`src/rtl/calc_pkg.sv`:
```
// Shared codes for the keypad calculator controller: FSM states, op codes,
// key codes and small nibble helpers.
package calc_pkg;

   typedef enum logic [3:0] {
      ST_A_HI    = 4'd0,
      ST_A_LO    = 4'd1,
      ST_OPSEL   = 4'd2,
      ST_B_HI    = 4'd3,
      ST_B_LO    = 4'd4,
      ST_WAIT_EQ = 4'd5,
      ST_RUN     = 4'd6,
      ST_SHOW    = 4'd7,
      ST_ERR     = 4'd8
   } state_e;

   typedef enum logic [2:0] {
      OP_MUL = 3'd0,
      OP_SUM = 3'd1,
      OP_DIV = 3'd2,
      OP_POW = 3'd3,
      OP_LOG = 3'd4
   } op_e;

   localparam logic [3:0] KEY_ZERO = 4'd10;
   localparam logic [3:0] KEY_MUL  = 4'd11;
   localparam logic [3:0] KEY_CLR  = 4'd14;
   localparam logic [3:0] KEY_LOG  = 4'd15;
   localparam logic [3:0] KEY_EXEC = 4'd15;

   function automatic logic is_digit(input logic [3:0] k);
      return (k != 4'd0) && (k <= KEY_ZERO);
   endfunction

   // The keypad puts digit 0 on code 10.
   function automatic logic [3:0] digit_val(input logic [3:0] k);
      return (k == KEY_ZERO) ? 4'd0 : k;
   endfunction

   function automatic logic [6:0] to_num(input logic [3:0] hi, input logic [3:0] lo);
      return 7'(hi) * 7'd10 + 7'(lo);
   endfunction

endpackage

```
`src/rtl/calc_ctrl_if.sv`:
```
// Keypad, execution-unit and display signals of the calculator controller.
interface calc_ctrl_if;
   logic [3:0]  usrin;
   logic        exec_done;
   logic [13:0] exec_res;
   logic [6:0]  anum;
   logic [6:0]  bnum;
   logic [2:0]  op;
   logic        exec_start;
   logic [13:0] result;
   logic [3:0]  state;
   logic        err;

   modport master (
      output usrin, exec_done, exec_res,
      input  anum, bnum, op, exec_start, result, state, err
   );

   modport slave (
      input  usrin, exec_done, exec_res,
      output anum, bnum, op, exec_start, result, state, err
   );
endinterface

```
`src/rtl/key_edge.sv`:
```
// Press-edge detector: a key counts only when the previous sample was idle,
// so held keys and key changes without release are ignored.
module key_edge (
   input  logic       i_clk,
   input  logic       i_rst,
   input  logic [3:0] i_key,
   output logic       o_press
);
   logic [3:0] r_prev;

   always_ff @(posedge i_clk) begin
      if (i_rst) r_prev <= 4'd0;
      else       r_prev <= i_key;
   end

   assign o_press = (i_key != 4'd0) && (r_prev == 4'd0);
endmodule

```
`src/rtl/calc_ctrl.sv`:
```
// Keypad calculator controller: collects two 2-digit operands and an op,
// launches the execution unit and waits for its result with a timeout.
module calc_ctrl
   import calc_pkg::*;
#(
   parameter int unsigned TMO_CYC = 255
) (
   input logic        clk,
   input logic        rst,
   calc_ctrl_if.slave bus
);
   // Counter starts at 0 on entry, so the last allowed RUN cycle sees TMO_CYC-1.
   localparam logic [7:0] TMO_LAST = 8'(TMO_CYC - 1);

   state_e      r_state, w_state_nxt;
   logic [3:0]  r_ahi, r_alo, r_bhi, r_blo;
   logic [3:0]  w_ahi_nxt, w_alo_nxt, w_bhi_nxt, w_blo_nxt;
   op_e         r_op, w_op_nxt;
   logic [13:0] r_result, w_result_nxt;
   logic        r_start, w_start_nxt;
   logic [7:0]  r_cnt, w_cnt_nxt;
   logic        w_press;
   logic [3:0]  w_key;
   logic [6:0]  w_bnum;

   assign w_key  = bus.usrin;
   assign w_bnum = to_num(r_bhi, r_blo);

   key_edge u_key_edge (
      .i_clk   (clk),
      .i_rst   (rst),
      .i_key   (w_key),
      .o_press (w_press)
   );

   always_ff @(posedge clk) begin
      if (rst) begin
         r_state  <= ST_A_HI;
         r_ahi    <= 4'd0;
         r_alo    <= 4'd0;
         r_bhi    <= 4'd0;
         r_blo    <= 4'd0;
         r_op     <= OP_MUL;
         r_result <= 14'd0;
         r_start  <= 1'b0;
         r_cnt    <= 8'd0;
      end else begin
         r_state  <= w_state_nxt;
         r_ahi    <= w_ahi_nxt;
         r_alo    <= w_alo_nxt;
         r_bhi    <= w_bhi_nxt;
         r_blo    <= w_blo_nxt;
         r_op     <= w_op_nxt;
         r_result <= w_result_nxt;
         r_start  <= w_start_nxt;
         r_cnt    <= w_cnt_nxt;
      end
   end

   always_comb begin
      w_state_nxt  = r_state;
      w_ahi_nxt    = r_ahi;
      w_alo_nxt    = r_alo;
      w_bhi_nxt    = r_bhi;
      w_blo_nxt    = r_blo;
      w_op_nxt     = r_op;
      w_result_nxt = r_result;
      w_start_nxt  = 1'b0;
      w_cnt_nxt    = r_cnt;
      unique case (r_state)
         ST_A_HI: if (w_press && is_digit(w_key)) begin
            w_ahi_nxt   = digit_val(w_key);
            w_state_nxt = ST_A_LO;
         end
         ST_A_LO: if (w_press && is_digit(w_key)) begin
            w_alo_nxt   = digit_val(w_key);
            w_state_nxt = ST_OPSEL;
         end
         ST_OPSEL: if (w_press && (w_key >= KEY_MUL)) begin
            w_op_nxt = op_e'(3'(w_key - KEY_MUL));
            // LOG is unary: skip operand B entirely.
            if (w_key == KEY_LOG) begin
               w_bhi_nxt   = 4'd0;
               w_blo_nxt   = 4'd0;
               w_state_nxt = ST_WAIT_EQ;
            end else begin
               w_state_nxt = ST_B_HI;
            end
         end
         ST_B_HI: if (w_press && is_digit(w_key)) begin
            w_bhi_nxt   = digit_val(w_key);
            w_state_nxt = ST_B_LO;
         end
         ST_B_LO: if (w_press && is_digit(w_key)) begin
            w_blo_nxt   = digit_val(w_key);
            w_state_nxt = ST_WAIT_EQ;
         end
         ST_WAIT_EQ: if (w_press && (w_key == KEY_EXEC)) begin
            if ((r_op == OP_DIV) && (w_bnum == 7'd0)) begin
               w_state_nxt = ST_ERR;
            end else begin
               w_start_nxt = 1'b1;
               w_cnt_nxt   = 8'd0;
               w_state_nxt = ST_RUN;
            end
         end
         ST_RUN: begin
            w_cnt_nxt = r_cnt + 8'd1;
            if (bus.exec_done) begin
               w_result_nxt = bus.exec_res;
               w_state_nxt  = ST_SHOW;
            end else if (r_cnt == TMO_LAST) begin
               w_state_nxt = ST_ERR;
            end
         end
         ST_SHOW, ST_ERR: if (w_press && (w_key == KEY_CLR)) begin
            w_ahi_nxt    = 4'd0;
            w_alo_nxt    = 4'd0;
            w_bhi_nxt    = 4'd0;
            w_blo_nxt    = 4'd0;
            w_op_nxt     = OP_MUL;
            w_result_nxt = 14'd0;
            w_state_nxt  = ST_A_HI;
         end
         default: w_state_nxt = ST_A_HI;
      endcase
   end

   assign bus.anum       = to_num(r_ahi, r_alo);
   assign bus.bnum       = w_bnum;
   assign bus.op         = r_op;
   assign bus.exec_start = r_start;
   assign bus.result     = r_result;
   assign bus.state      = r_state;
   assign bus.err        = (r_state == ST_ERR);
endmodule

```
`src/flat_wrapper.sv`:
```
// flat-port wrapper written by rule: the top's interface ports become plain ports
module calc_ctrl_flat import calc_pkg::*;
#(
   parameter int unsigned TMO_CYC = 255
)
  (clk, rst, bus_usrin, bus_exec_done, bus_exec_res, bus_anum, bus_bnum, bus_op, bus_exec_start, bus_result, bus_state, bus_err);
  calc_ctrl_if bus_i ();
  input logic clk;
  input logic rst;
  input wire logic [$bits(bus_i.usrin)-1:0] bus_usrin;
  input wire logic [$bits(bus_i.exec_done)-1:0] bus_exec_done;
  input wire logic [$bits(bus_i.exec_res)-1:0] bus_exec_res;
  output wire logic [$bits(bus_i.anum)-1:0] bus_anum;
  output wire logic [$bits(bus_i.bnum)-1:0] bus_bnum;
  output wire logic [$bits(bus_i.op)-1:0] bus_op;
  output wire logic [$bits(bus_i.exec_start)-1:0] bus_exec_start;
  output wire logic [$bits(bus_i.result)-1:0] bus_result;
  output wire logic [$bits(bus_i.state)-1:0] bus_state;
  output wire logic [$bits(bus_i.err)-1:0] bus_err;
  assign bus_i.usrin = bus_usrin;
  assign bus_i.exec_done = bus_exec_done;
  assign bus_i.exec_res = bus_exec_res;
  assign bus_anum = bus_i.anum;
  assign bus_bnum = bus_i.bnum;
  assign bus_op = bus_i.op;
  assign bus_exec_start = bus_i.exec_start;
  assign bus_result = bus_i.result;
  assign bus_state = bus_i.state;
  assign bus_err = bus_i.err;
  calc_ctrl #(.TMO_CYC(TMO_CYC)) u_core (.clk(clk), .rst(rst), .bus(bus_i));
endmodule
```
`config.mk`:
```
export PLATFORM = sky130hd
export DESIGN_NAME = calc_ctrl_flat
export DESIGN_NICKNAME = d
export VERILOG_FILES = /design/src/rtl/calc_pkg.sv /design/src/rtl/calc_ctrl_if.sv /design/src/rtl/key_edge.sv /design/src/rtl/calc_ctrl.sv /design/src/flat_wrapper.sv
export SDC_FILE = /design/constraint.sdc
export NUM_CORES = 1
export LEC_CHECK = 0
export BUFFER_PORTS_ARGS = -buffer_cell sky130_fd_sc_hd__buf_4
export CORE_MARGIN = 8
export CORE_UTILIZATION = 35
export DETAILED_ROUTE_END_ITERATION = 8
export GPL_ROUTABILITY_DRIVEN = 0
export SKIP_CTS_REPAIR_TIMING = 1
export SYNTH_ARGS = -nofsm -noshare
export SYNTH_HDL_FRONTEND = slang
export SYNTH_HIERARCHICAL = 1
export SYNTH_SLANG_ARGS = --single-unit
export TNS_END_PERCENT = 20
```
`constraint.sdc`:
```
create_clock -name clk -period 6.1 [get_ports clk]
set_clock_uncertainty 0.05 [all_clocks]
set_input_delay 1.22 -clock clk [delete_from_list [all_inputs] [get_ports clk]]
set_output_delay 1.22 -clock clk [all_outputs]
set_load 0.1 [all_outputs]
```
# Word-level counts from Yosys, hierarchy flattened
# Cells that the tools add are included.
dict set report word_totals {
  ff_bits 50
  inputBits 21
  out_inout_bits 37
  word_cells 102
}
dict set report classes {
  addsub 4
  n_mul 2
  order_cmp 2
  eq_ne 24
  n_mux 30
  n_bitwise 2
  n_reduce_logical 28
}
# op count
set op_table {}
lappend op_table {{4-bit 2-to-1 mux} 14}
lappend op_table {{4-bit case mux with 8 select lines} 1}
lappend op_table {{14-bit 2-to-1 mux} 2}
lappend op_table {{14-bit case mux with 2 select lines} 1}
lappend op_table {{4-bit case mux with 3 select lines} 2}
lappend op_table {{4-bit by 3-bit == test with 1-bit output, second input constant} 4}
lappend op_table {{4-bit == test, second input constant} 4}
lappend op_table {{8-bit 2-to-1 mux} 2}
lappend op_table {{2-bit by 1-bit inequality test with 1-bit output, second input constant} 8}
lappend op_table {{4-bit case mux with 2 select lines} 2}
lappend op_table {{8-bit case mux with 2 select lines} 1}
lappend op_table {{3-bit AND reduction} 5}
lappend op_table {{7-bit by 4-bit adder with 7-bit output} 2}
lappend op_table {{4-bit by 3-bit multiplier with 6-bit output, second input constant} 2}
lappend op_table {{5-bit AND reduction} 2}
lappend op_table {{2-bit nonzero test} 5}
lappend op_table {{3-bit 2-to-1 mux} 3}
lappend op_table {{8-bit by 1-bit adder with 8-bit output, second input constant} 1}
lappend op_table {{4-bit by 2-bit == test with 1-bit output, second input constant} 2}
lappend op_table {{8-bit == test, second input constant} 1}
lappend op_table {{4-bit logical NOT} 2}
lappend op_table {{8-bit AND reduction} 1}
lappend op_table {{1-bit logical AND} 7}
lappend op_table {{7-bit logical NOT} 1}
lappend op_table {{14 further kinds} 17}

# Longest topological paths before layout
# Gate-level depths: netlist (run 1).
dict set report depth {
  word_depth 7
  depth_mapped 10
  mapped_depth_nobuf 9
}

# By module
# Netlist (run 1), hierarchy kept.
# module n_inst cells_each area_per_inst_um2 seq_area_each_um2
set modules_own_cells {}
lappend modules_own_cells {calc_ctrl 1 335 2820.2 920.9}
lappend modules_own_cells {key_edge 1 11 122.6 80.1}

# Worst setup path before layout (run 1)
# No wires, ideal clock.
dict set report synth_path {
  kind {register -> output}
  from {register u_core.r_bhi[1]}
  to {output port bus_bnum[6]}
  arrival_time_ps 3127
  required_time_ps 4830
  slack_ps 1703
  stages_incl_launch_ff 7
  n_path_buf 0
  cell_sequence {dfxtp_1 -> ha_1 -> ha_1 -> fa_1 -> nand2_1 -> nor3_1 -> xnor2_1}
}
dict set report synth_via {
  elab_chain_cells 2
}
# item line
set synth_lines {}
lappend synth_lines {{from (decl)} calc_ctrl.sv:16} ;# logic [3:0] r_ahi, r_alo, r_bhi, r_blo;
lappend synth_lines {{from (signal assigned)} calc_ctrl.sv:51} ;# r_bhi <= w_bhi_nxt;
lappend synth_lines {{4-bit by 3-bit multiplier with 6-bit output} calc_pkg.sv:41} ;# return 7'(hi) * 7'd10 + 7'(lo);
lappend synth_lines {{7-bit by 4-bit adder with 7-bit output} calc_pkg.sv:41}
lappend synth_lines {{to (decl)} flat_wrapper.sv:14} ;# output wire logic [$bits(bus_i.bnum)-1:0] bus_bnum;
# No other way between the ends.

# Final worst setup path (run 1)
# Same ends and word-level chain as after synthesis.

==> results of run 1 <==
[layer usage]
metal / part of all wire [%] / vias up / GRT usage, %
li1: - / 1314 / -
met1: 49 / 1254 / 17.8
met2: 45 / 61 / 19.6
met3: 4.8 / 5 / 2.93
met4: 1.1 / 0 / 3.37
met5: 0 / - / 0
[per-stage QoR]
stage          std cells  setup WS (ns)  utilization, %  area, um2
2_1_floorplan        346           1.70               -       2940
3_3_place_gp         492           2.60            41.9       3430
3_5_place_dp         492           2.52            41.9       3430
4_1_cts              500           2.16            43.1       3520
5_1_grt              500           2.06            43.1       3520
6_report             500           2.21            43.1       3520
[worst reg2reg max path: stages, from the launching register on]
cell and delay (ns):
dfxtp_1 0.42, ha_1 0.26, ha_1 0.22, fa_1 0.55
nand2_1 0.06, nor3_1 0.23, xnor2_1 0.15, o41ai_2 0.78
a211oi_1 0.17, o21a_1 0.20
[Yosys cell counts, types with 3 or more instances]
master,number
or3_1,3
buf_4,3
xnor2_1,8
nand3_1,22
o21ai_0,6
a21oi_1,24
nor2b_1,8
nor2_1,41
o21a_1,3
and3_1,4
or4_1,3
nor3_1,11
nor4_1,3
inv_1,11
nand2_1,33
buf_2,4
mux2i_1,15
nand2b_1,6
clkbuf_1,9
ha_1,18
fa_1,4
dfxtp_1,50
a31oi_1,5
xor2_1,9
o211ai_1,3
[how the worst max path moves through the flow]
stage | slack [ns] | to | cells past startpoint
floorplan | 1.70 | bus_bnum[6] | 6
global placement | 2.60 | bus_bnum[6] | 7
detailed placement | 2.52 | bus_bnum[6] | 7
CTS | 2.16 | bus_bnum[6] | 7
global route | 2.06 | bus_bnum[6] | 7
finish | 2.21 | bus_bnum[6] | 7
[cells in the final DEF (no fill, tap or decap), drive strengths merged, types with 8 or more instances in the layout]
cell type | synthesis | routed
xor2 | 9 | 9
nand3 | 22 | 22
nor3 | 11 | 11
dfxtp | 50 | 50
mux2i | 15 | 15
o21ai | 9 | 9
nand2 | 33 | 33
inv | 13 | 14
nor2b | 8 | 8
xnor2 | 8 | 8
ha | 18 | 18
buf | 7 | 57
a21oi | 26 | 26
nor2 | 42 | 42
[state kept, by name, summed over array words and instances, names as in the netlist]
name and count:
u_core/bus.result 14, u_core/r_cnt 8, u_core/bus.state 4, u_core/r_ahi 4, u_core/r_alo 4, u_core/r_bhi 4, u_core/r_blo 4, u_core/u_key_edge/r_prev 4
u_core/bus.op 3, u_core/bus.exec_start 1
[logic make-up (layout without fill, tap and decap cells)]
kind of cell | Yosys count | in the layout | share of synthesized area, %
simple gates | 147 | 147 | 25.3
compound gates | 66 | 66 | 15.9
flops | 50 | 50 | 34.0
buf+inv | 29 | 78 | 4.25
fa+ha+maj | 22 | 22 | 10.4
xor+xnor | 17 | 17 | 5.06
mux | 15 | 15 | 5.10
[where the power goes]
group          internal [mW]  switching, mW
registers              0.330        0.00693
clock network         0.0937          0.121
logic                 0.0320         0.0714
total                  0.456          0.199
[area by class of cell]
type	instances	area, um2
Sequential cell	50	1000
Multi-Input combinational cell	267	1820
Tap cell	105	131
Clock buffer	6	82.6
Inverter	13	48.8
Timing Repair Buffer	57	428
Fill cell	850	4650
Clock inverter	2	16.3
==> summary by stage, run 1 <==
Synth
The number of library cell types mapped by synthesis is 56. Yosys attributes the largest share of cell area to dfxtp_1, ha_1, nor2_1. The average instance in the mapped netlist occupies 8.51 um2.

After synthesis, the largest area contributor takes up roughly a third of total cell area. For this run, the number of Yosys warnings is 6. Counting flops and latches in the post-synthesis netlist gives 50. Of the synthesized area, sequential elements account for 34.0%.

In this run the cell area of the synthesized design comes to 2940 um2. The cell count after synthesis is around 350. The number of enable flip-flop cells after synthesis is 0. After synthesis, the share of flip-flops with an asynchronous set or reset is 0%.

Among all flip-flop cells after synthesis, the most frequent one is dfxtp_1. The number of nets in the synthesized netlist is about 390. The cell taking the most area after synthesis is dfxtp_1.

Global route
Entering global routing, the biggest net connects 48 pins. The via count of the first global-routing pass is 2,528. The combined global-route utilization of all metal layers is between 10 and 15%. The initial antenna violation count was 0. The first global-routing pass estimated between 10,000 and 15,000 um of wire. The global route total overflow is 0.

Floorplanning
The die covers roughly 12,000 um2. The height of the die is 108 um. The initial core utilization is 36.0%. The floorplan step defined a core boundary enclosing 8180 um2.

The number of top-level design ports is 58. The initialized floorplan defines 33 standard-cell rows. The die width is 108 um.

Worst setup path
The most numerous cell type found on the critical path is ha_1. STA puts the critical path data required time at 4.83 ns. The largest incremental delay on the critical path is 0.55 ns.

The largest fanout on the critical path is 4. The type of the worst setup path is flip-flop to primary output. The endpoint kind of the worst setup timing path is a primary output. The kind of launch point of the worst setup path is a flip-flop. Measured in cells, the most critical reg-to-reg path has a length of 9.

The slowest cell on the critical path is fa_1. The top cell family by delay on the critical path is adder cells. The setup check on the worst reg-to-reg path leaves a slack of 2.91 ns. The destination of the worst register-to-register timing path is u_core/bus.state[2].

The worst endpoint data arrival time is between 2 and 3 ns. The critical path starts at u_core/r_bhi[1]. The reg-to-reg startpoint is u_core/r_bhi[1]. The buffer and inverter count on the worst path is 1.

The critical path goes through ha_1 > ha_1 > fa_1 > nand2_1 > nor3_1 > xnor2_1 > buf_4.

Placed design
The quantity of I/O buffers inserted on ports is 57. Summed over all nets, the half-perimeter wirelength after detailed placement is 5600 um.

Power and ir drop
Power spread over the standard cell area amounts to 186 nW/um2. Summed over all cells, the static leakage comes to between 1 and 1.5 nW. The maximum ir drop on the vdd rail is roughly 0.11 mV.

Summing internal, switching and leakage power gives 656 uW.

Worst hold path
The endpoint of the worst hold-timing path is u_core/bus.result[0]. Along the worst hold path, the cell count comes to 2. The startpoint of the tightest hold check path is u_core/bus.result[0].

The worst hold-check path type is flip-flop to flip-flop.

Timing
The worst relative slew slack is 47.1%. Setup violations remaining at the end of the flow were counted as 0. After layout, the worst path uses 63.8% of the clock period. The timing-limited maximum frequency is approximately 260 MHz. The final max-slew violation count came to 0. Hold is met by 0.411 ns.

The total count of hold-check failures in the final report is 0. The post-route setup TNS is 0 ns. For the pin with the worst max-slew slack, the measured transition is around 0.8 ns. Setup repair after global routing left no endpoint under its margin. The worst path in the final design needs a cycle of roughly 3.9 ns, including I/O delays and setup.

Drt
For this block, the routed nets add up to 7570 um of wire. The number of violations reported at the end of detailed-routing iteration 0 is 108. In the routed design, unresolved DRC markers number 0. The routed layout has roughly 2,600 vias. Dividing the detail-routed via count by the number of cells gives 5.27. The routed wire length per instance is between 15 and 20 um. The first TritonRoute pass finished after 4 iterations. The number of nets still failing antenna checks after routing is 0.

Finish
In the final layout, the share of cells above drive strength 1 is 20.3%. The area growth from synthesis to layout is 19.8%. 0 antenna diodes ended up in the layout. The net count of the finished layout is 437.

Clock tree
The clock network latency to the later pin of the worst-skew pair is 0.30 ns. The number of H-tree levels is 2. Counting along the longest clock path gives a buffer depth of 2.

The CTS clock-pin slew for the worst setup and hold paths is 0.10 ns. Counting the buffers created by CTS gives 5. The CTS tree is yes.

The buffer type at the clock tree root is clkbuf_8. The sink count of the clock tree is 50.

Status
The run finished with clean final reports.

Flow run
Max-cap violations in this run came to 0.
(Power assumes the default switching activity.)
==> run 2, diff against run 1 <==
- clock period: 6.1 -> 4.05 ns (I/O delays scaled with it)
==> summary by stage, run 2 (synthesis gave the netlist of run 1 again) <==
Worst hold path
The worst hold-check path type is flip-flop to flip-flop.

Clock tree
The sink count of the clock tree is 50 (unchanged). The maximum number of buffers from clock root to sink is 2 (unchanged). The tree is rooted in a clkbuf_8.

The clock network latency to the later pin of the worst-skew pair is 0.30 ns (about the same). The number of buffers created by CTS came to 5 (unchanged). The CTS tree is yes. The number of H-tree levels is 2 (unchanged). The CTS clock-pin slew for the worst setup and hold paths is 0.10 ns (about the same).

Floorplanning
The number of top-level design ports is 58 (unchanged). The core region area was 8180 um2 (unchanged). The full die area is 11,600 um2 (unchanged). The die width was 108 um (unchanged). The height of the die is 108 um (unchanged).

The initial core utilization was 36.0% (unchanged). The cell row count is 33 (unchanged).

Flow run
The max-cap violation count is 0 (unchanged).

Timing
Static timing analysis puts the maximum clock frequency at 284 MHz. The total count of hold-check failures in the final report is 0 (unchanged). The slack of the critical path came to 0.528 ns (-1.68 ns). The worst relative slew slack came to 53.1% (+6.1 points). The final period demand of the worst path is 3.52 ns. In the finished design, the share of the clock period the worst path needs comes to 87.0%. The post-route setup TNS is 0 ns (unchanged). The setup-violating endpoint count in the final report is 0 (unchanged). The measured slew at the worst slew-check pin is 0.695 ns (-0.0901 ns). Setup repair after global routing left no endpoint under its margin. The final worst hold slack is 0.407 ns (-0.00438 ns). The final max-slew violation count is 0 (unchanged).

Global route
The combined global-route utilization of all metal layers is 13.1% (+0.20 points). The via count of the first global-routing pass is 2,525 (-0.12%). The pin count of the biggest net entering global routing is 48 (unchanged). The met3 global-route usage is 2.22% (-0.72 points).

The wire length of the first global-routing pass is 12,600 um (+0.50%). The global route total overflow is 0 (unchanged). The met2 global-route usage is 21.7% (+2.0 points). The initial antenna violation count came to 0 (unchanged). The met1 track demand over resource came to 17.2% (-0.66 points). The busiest layer in global routing is met2.

Finish
The leading cell type in the layout, fill and taps excluded is buf_4. From synthesis to final layout, the design area changed by 21.2%. The ratio of cells with drive above 1 in the final layout was 20.8% (+0.51 points). The flip-flop count of the largest register, all copies and words added is 14 (unchanged). The count of nets after finishing came to 437 (unchanged). In the layout the commonest cells are buf_4, dfxtp_1, nor2_1. The summed area of non-filler cells in the final layout is 3570 um2 (+1.2%). The number of antenna cells inserted is 0 (unchanged). The total of fill cells in the finished design is 864 (+1.6%).

Power and ir drop
The maximum ir drop on the vdd rail is 0.159 mV (+45%). The proportion of power drawn by combinational gates is 15.1% (-0.7 points). The sequential cell fraction of total power is 49.3% (-2.2 points). The cell internal power dissipation is 734 uW (+61%). The net switching power is 298 uW (+50%).

The fraction of power spent switching nets is 28.9% (-1.5 points). The power density over cell area came to 289 nW/um2 (+56%). The static leakage is 1.47 nW (+2.0%). The clock network fraction of total power came to 35.5% (+2.7 points).

Worst setup path
The worst endpoint data arrival time is 2.66 ns (+0.04 ns). The largest fanout on the critical path is 4 (unchanged). STA classifies the critical path startpoint as a flip-flop. The endpoint kind of the worst setup timing path is a primary output. The required time of the critical path was 3.19 ns (-1.64 ns). The worst setup path is of the flip-flop to primary output kind.

Status
The run finished with clean final reports.

Placed design
The standard cell area after detailed placement is 3450 um2 (+0.69%). The half-perimeter wire length of the detailed placement result was 5690 um (+1.5%). The quantity of I/O buffers inserted on ports is 57 (unchanged). The worst setup timing slack at the placement stage came to 0.842 ns (-1.68 ns).

Drt
The number of nets still failing antenna checks after routing is 0 (unchanged). The number of violations reported at the end of detailed-routing iteration 0 came to 186 (+72%). The routed wire length came to 7630 um (+0.77%).

The residual DRC count is 0 (unchanged). The routed via count came to 2,590 (-1.7%). The routed wire length per instance was 15.3 um (+0.77%).

The first-pass detailed-route iteration total is 4 (unchanged). The via count normalized by instance count is 5.18 (-1.7%).
[run 2: area by class of cell]
cell class	count	area [um2]	area share, %
repair buffers	57	428	12.0
clock inverters	3	47.5	1.33
multi-input cells	267	1840	51.6
flip-flops and latches	50	1000	28.1
inverters	13	48.8	1.37
well taps	105	131	3.68
clock buffers	5	68.8	1.93
[run 2: worst max-delay path, cell delays in order (launching register included)]
cell,delay (ns)
dfxtp_1,0.43
ha_1,0.26
ha_1,0.22
fa_1,0.57
nand2_1,0.07
nor3_1,0.30
xnor2_2,0.18
buf_4,0.33
[run 2: metal layers]
layer / wire length [um] / part of all wire (%)
met5: 0 / 0
met4: 48 / 0.63
met3: 274 / 3.6
met2: 3750 / 49
met1: 3550 / 47
[run 2: power by group through the flow]
stage / Sequential, mW / Combinational (mW) / Clock (mW)
floorplan: 0.525 / 0.107 / 0
global placement: 0.520 / 0.155 / 0
detailed placement: 0.520 / 0.156 / 0
CTS: 0.509 / 0.156 / 0.381
global route: 0.511 / 0.168 / 0.398
finish: 0.509 / 0.156 / 0.367
[run 2: path summary, 6_finish.rpt]
path | startpoint | cells after the start | slack [ns] | to
max | u_core/r_bhi[1] | 7 | 0.53 | bus_bnum[6]
min | u_core/bus.result[6] | 2 | 0.41 | u_core/bus.result[6]
min reg2reg | u_core/bus.result[6] | 2 | 0.41 | u_core/bus.result[6]
max reg2reg | u_core/r_bhi[1] | 9 | 0.87 | u_core/bus.state[2]
[run 2: per-stage QoR]
step                util (%)  power (mW)  cells
CTS                     43.6        1.05    500
finish                  43.6        1.03    500
floorplan                  -       0.632    346
global placement        42.2       0.675    492
global route            43.6        1.08    500
detailed placement      42.2       0.676    492
